[config.mk]
export PLATFORM = sky130hd
export DESIGN_NAME = core_rsp_queue
export DESIGN_NICKNAME = d
export VERILOG_FILES = /design/src/rtl/core_rsp_queue.sv
export SDC_FILE = /design/constraint.sdc
export NUM_CORES = 1
export LEC_CHECK = 0
export CAP_MARGIN = 20
export CORE_MARGIN = 1.5
export CORE_UTILIZATION = 47
export CTS_CLUSTER_SIZE = 16
export DETAILED_ROUTE_END_ITERATION = 10
export GPL_TIMING_DRIVEN = 0
export PLACE_DENSITY_LB_ADDON = 0.08
export SLEW_MARGIN = 25
export SYNTH_ARGS = -nofsm -noshare
export SYNTH_HDL_FRONTEND = slang
export SYNTH_SLANG_ARGS = --single-unit
[constraint.sdc]
create_clock -name clk -period 6.13 [get_ports clk]
set_input_delay 1.5325 -clock clk [delete_from_list [all_inputs] [get_ports clk]]
set_output_delay 1.5325 -clock clk [all_outputs]
set_load 0.02 [all_outputs]
[src/rtl/core_rsp_queue.sv]
// Per-bank core response queue: in-order, first-word-fall-through circular buffer
// that captures one multi-port bank response per cycle and flags almost-full early.
module core_rsp_queue #(
    parameter int NUM_REQS        = 4,
    parameter int NUM_PORTS       = 1,
    parameter int WORD_SIZE       = 4,
    parameter int CORE_TAG_WIDTH  = 8,
    parameter int DEPTH           = 4,
    parameter int ALM_FULL_MARGIN = 1,
    localparam int REQS_BITS      = (NUM_REQS > 1) ? $clog2(NUM_REQS) : 1,
    localparam int WORD_WIDTH     = 8 * WORD_SIZE,
    localparam int CNT_W          = $clog2(DEPTH + 1)
) (
    input  logic                                clk,
    input  logic                                reset,
    input  logic                                enq_valid,
    input  logic [NUM_PORTS-1:0]                enq_pmask,
    input  logic [NUM_PORTS*WORD_WIDTH-1:0]     enq_data,
    input  logic [NUM_PORTS*REQS_BITS-1:0]      enq_tid,
    input  logic [NUM_PORTS*CORE_TAG_WIDTH-1:0] enq_tag,
    output logic                                alm_full,
    output logic                                rsp_valid,
    output logic [NUM_PORTS-1:0]                rsp_pmask,
    output logic [NUM_PORTS*WORD_WIDTH-1:0]     rsp_data,
    output logic [NUM_PORTS*REQS_BITS-1:0]      rsp_tid,
    output logic [NUM_PORTS*CORE_TAG_WIDTH-1:0] rsp_tag,
    input  logic                                rsp_ready,
    output logic [CNT_W-1:0]                    count,
    output logic                                overflow
);

    localparam int PTR_W   = $clog2(DEPTH);
    localparam int ENTRY_W = NUM_PORTS * (1 + WORD_WIDTH + REQS_BITS + CORE_TAG_WIDTH);
    localparam logic [CNT_W-1:0] FULL_CNT   = CNT_W'(DEPTH);
    localparam logic [CNT_W-1:0] ALM_THRESH = CNT_W'(DEPTH - ALM_FULL_MARGIN);

    logic [ENTRY_W-1:0] mem_q [DEPTH];

    logic [PTR_W-1:0] wr_ptr_q, wr_ptr_d;
    logic [PTR_W-1:0] rd_ptr_q, rd_ptr_d;
    logic [CNT_W-1:0] count_q,  count_d;
    logic             overflow_q, overflow_d;

    logic full;
    logic empty;
    logic enq_req;
    logic enq;
    logic deq;

    always_comb begin
        full    = (count_q == FULL_CNT);
        empty   = (count_q == '0);
        deq     = !empty && rsp_ready;
        enq_req = enq_valid && (enq_pmask != '0);
        // A dequeue in the same cycle frees the slot, so a full queue still accepts.
        enq     = enq_req && (!full || deq);

        wr_ptr_d   = wr_ptr_q;
        rd_ptr_d   = rd_ptr_q;
        count_d    = count_q;
        overflow_d = overflow_q | (enq_req && full && !deq);

        if (enq) begin
            wr_ptr_d = wr_ptr_q + PTR_W'(1);
        end
        if (deq) begin
            rd_ptr_d = rd_ptr_q + PTR_W'(1);
        end
        case ({enq, deq})
            2'b10:   count_d = count_q + CNT_W'(1);
            2'b01:   count_d = count_q - CNT_W'(1);
            default: count_d = count_q;
        endcase
    end

    always_ff @(posedge clk) begin
        if (!reset) begin
            wr_ptr_q   <= '0;
            rd_ptr_q   <= '0;
            count_q    <= '0;
            overflow_q <= 1'b0;
        end else begin
            wr_ptr_q   <= wr_ptr_d;
            rd_ptr_q   <= rd_ptr_d;
            count_q    <= count_d;
            overflow_q <= overflow_d;
        end
    end

    // Payload storage carries no reset; stale entries are unreachable once pointers clear.
    always_ff @(posedge clk) begin
        if (enq) begin
            mem_q[wr_ptr_q] <= {enq_pmask, enq_data, enq_tid, enq_tag};
        end
    end

    assign {rsp_pmask, rsp_data, rsp_tid, rsp_tag} = mem_q[rd_ptr_q];

    assign rsp_valid = !empty;
    assign count     = count_q;
    assign overflow  = overflow_q;
    assign alm_full  = (count_q >= ALM_THRESH);

endmodule

==> reports/metrics.yaml, run 1 <==
die:
  die_h_um: 122.9
  die_w_um: 122.9
  die_area_sq_mm: 0.01510
  fp-row-count: 43
  core_area_sq_mm: 0.01393
  ios: 96
  initial_core_util: 0.4849
route:
  drc: 0
  drt-pass1-iter-count: 4
  drtAntennaViolNets: 0
  drt_wl_total_um: 11310
  vias_per_cell: 5.217
  vias: 3125
  routedWlPerCell_um: 18.89
  drt_iter0_drc: 197
synth:
  ys.flop_type: "edfxtp_1"
  synth_top_area_share: 0.7644
  synth.most_common_cell: "edfxtp_1"
  synthCells: 288
  yosys-top-cells-count: "172 x edfxtp_1, 43 x mux4_2, 10 x dfxtp_1, 8 x and2_1, 5 x inv_1"
  synth_top_area_cell: "edfxtp_1"
  yosysSeqAreaShare: 0.7941
  async_flop_share: 0
  ys_ff_latch: 182
  synth.cell_area_sq_mm: 0.006756
  yosys-top-cells-area: "edfxtp_1 76%, mux4_2 14%, dfxtp_1 3.0%"
  synth_area_per_cell_sq_um: 23.46
  yosysWarnings: 0
  yosysUniqueCellTypes: 31
  syn_nets: 340
  synth_edf_count: 172
sta:
  final_max_slew_viol_count: 0
  rsz0062_at_grt: "false"
  finalSetupTns_ns: 0
  final-setup-viol-count: 0
  finalCritPeriodShare: 0.6577
  slew_headroom: 0.5012
  hold_violations: 0
  fmax_mhz: 248.0
  whs_ns: 0.5155
  tightestPinTransition_ns: 0.7482
  worst_clock_skew_ns: 0.007313
  period_minus_slack_ns: 4.032
power_and_ir_drop:
  peakVddDrop_uv: 208.0
  p_leak_nw: 2.747
  power_density_mw_per_mm2: 352.3
critical_path:
  r2r_slack_ns: 3.91
  worst_setup_path_start_kind: "flop"
  crit_fanout: 10
  critical_path_class: "flop to primary output"
  cp.arrival_ns: 2.50
  required_ns: 4.60
  crit_path_end_kind: "primary output"
layout:
  nets: 458
  antennaDiodeCount: 0
  n_fill_cell: 1026
  final_cells: 599
  syn_to_final_growth_pct: 27.09
  drive_above_1_share: 0.2124
clocking:
  postCtsResizedCells: 0
  cts-root-buf: "clkbuf_16"
  h-tree-depth: 4
  clockBufferDepth: 2
  cts_hold_buf: 0
  cts_tree: "built"
  insertion_delay_ns: 0.42
  cts_sinks: 182
  cts_buffers: 17
  postCtsSetupBuffers: 0
  clk_pin_slew_ns: 0.06
global_routing:
  grt_max_degree: 38
  grt_antenna_before_repair: 0
  grt_usage: 0.1671
  grt_pass1_wl_um: 17840
  grt_pass1_vias: 3321
  overflow: 0
placed_design:
  place_congestion: 0.7222
  portBuffers: 95
  dpl.hpwl_um: 6899
  place_inst: 567
min_path:
  hold_path.class: "flop to flop"
flow_run:
  max_cap_viol_count: 0
status:
  status: "finished, final reports clean"
-- layout by cell type, fill, tap and decap left out, types with 4 or more instances in the layout --
master	Yosys	final
ha_1	4	4
clkinvlp_4	0	4
clkbuf_16	0	17
and2_1	8	4
edfxtp_1	172	172
mux4_2	43	43
inv_1	5	5
buf_4	4	4
and2_4	0	4
nand2_1	4	4
dfxtp_1	10	10
buf_1	4	4
clkdlybuf4s50_1	0	95
-- report_power, final --
group	switching (mW)	total (mW)	internal [mW]
registers	0.0129	1.42	1.40
logic	0.294	0.623	0.329
clock network	0.431	0.987	0.555
total	0.738	3.02	2.29
-- flip-flops by register name, indices dropped and copies added, names as in the netlist, named ones only --
register / flops
count: 3
mem_q: 172
overflow: 1
rd_ptr_q: 2
wr_ptr_q: 2
-- final timing paths --
path,startpoint,to,cells after the start
max,flop,rsp_data[14],4
min,overflow$_SDFF_PN0_,overflow$_SDFF_PN0_,2
min reg2reg,overflow$_SDFF_PN0_,overflow$_SDFF_PN0_,2
max reg2reg,count[0]$_SDFFE_PN0P_,count[2]$_SDFFE_PN0P_,7
-- layout make-up --
| class | instances | area (sq um) | area share |
|---|---|---|---|
| sequential | 182 | 5365 | 0.6248 |
| multi-input combinational | 88 | 1314 | 0.1530 |
| timing repair buffer | 99 | 1054 | 0.1227 |
| clock buffer | 19 | 432.9 | 0.05042 |
| tap | 180 | 225.2 | 0.02623 |
| clock inverter | 13 | 108.9 | 0.01268 |
| buffer | 13 | 68.82 | 0.008014 |
| inverter | 5 | 18.77 | 0.002186 |
-- metrics by stage --
step                setup slack (ns)  area [sq um]  power (mW)  utilization
floorplan                      2.720          6756       1.817            -
global placement               1.120          7933       2.069       0.5693
detailed placement             2.292          8045       2.075       0.5774
CTS                            2.094          8587       3.062       0.6162
global route                   2.012          8587       3.149       0.6162
finish                         2.098          8587       3.025       0.6162
-- routing by layer --
layer	wire, um	up-vias	track usage
li1	-	1433	-
met5	0	-	0
met2	5715	72	0.2705
met1	4887	1607	0.2138
met3	571	13	0.05581
met4	139	0	0.05669
-- cell families after synthesis --
| logic type | synth area share |
|---|---|
| AO/OA/AOI/OAI | 0.008149 |
| XOR/XNOR | 0.005186 |
| adder cells (fa/ha/maj) | 0.01037 |
| buffers and inverters | 0.01296 |
| flip-flops | 0.7941 |
| multiplexers | 0.1478 |
| AND/OR/NAND/NOR | 0.02148 |
-- worst max-delay path, cell delays in order (launching register included) --
cell	delay (ns)
dfxtp_1	0.30
clkbuf_2	0.20
buf_1	0.60
mux4_2	0.41
clkdlybuf4s50_1	0.57
Power figures use the tool's default switching activity.
==> run 2, diff against run 1 <==
==> constraint.sdc (replaced) <==
create_clock -name clk -period 4.2 [get_ports clk]
set_input_delay 1.05 -clock clk [delete_from_list [all_inputs] [get_ports clk]]
set_output_delay 1.05 -clock clk [all_outputs]
set_load 0.02 [all_outputs]
==> results of run 2 <==
Same layout as run 1 (identical final DEF). Status: finished, final reports clean.
Among the figures that moved: setup slack after placement 2.292 ns -> 0.8441 ns; setup slack after layout 2.098 ns -> 0.6505 ns; register-to-register setup slack 3.91 ns -> 1.98 ns; total power 3.025 mW -> 4.415 mW; worst IR drop on VDD 208.0 uV -> 303.6 uV
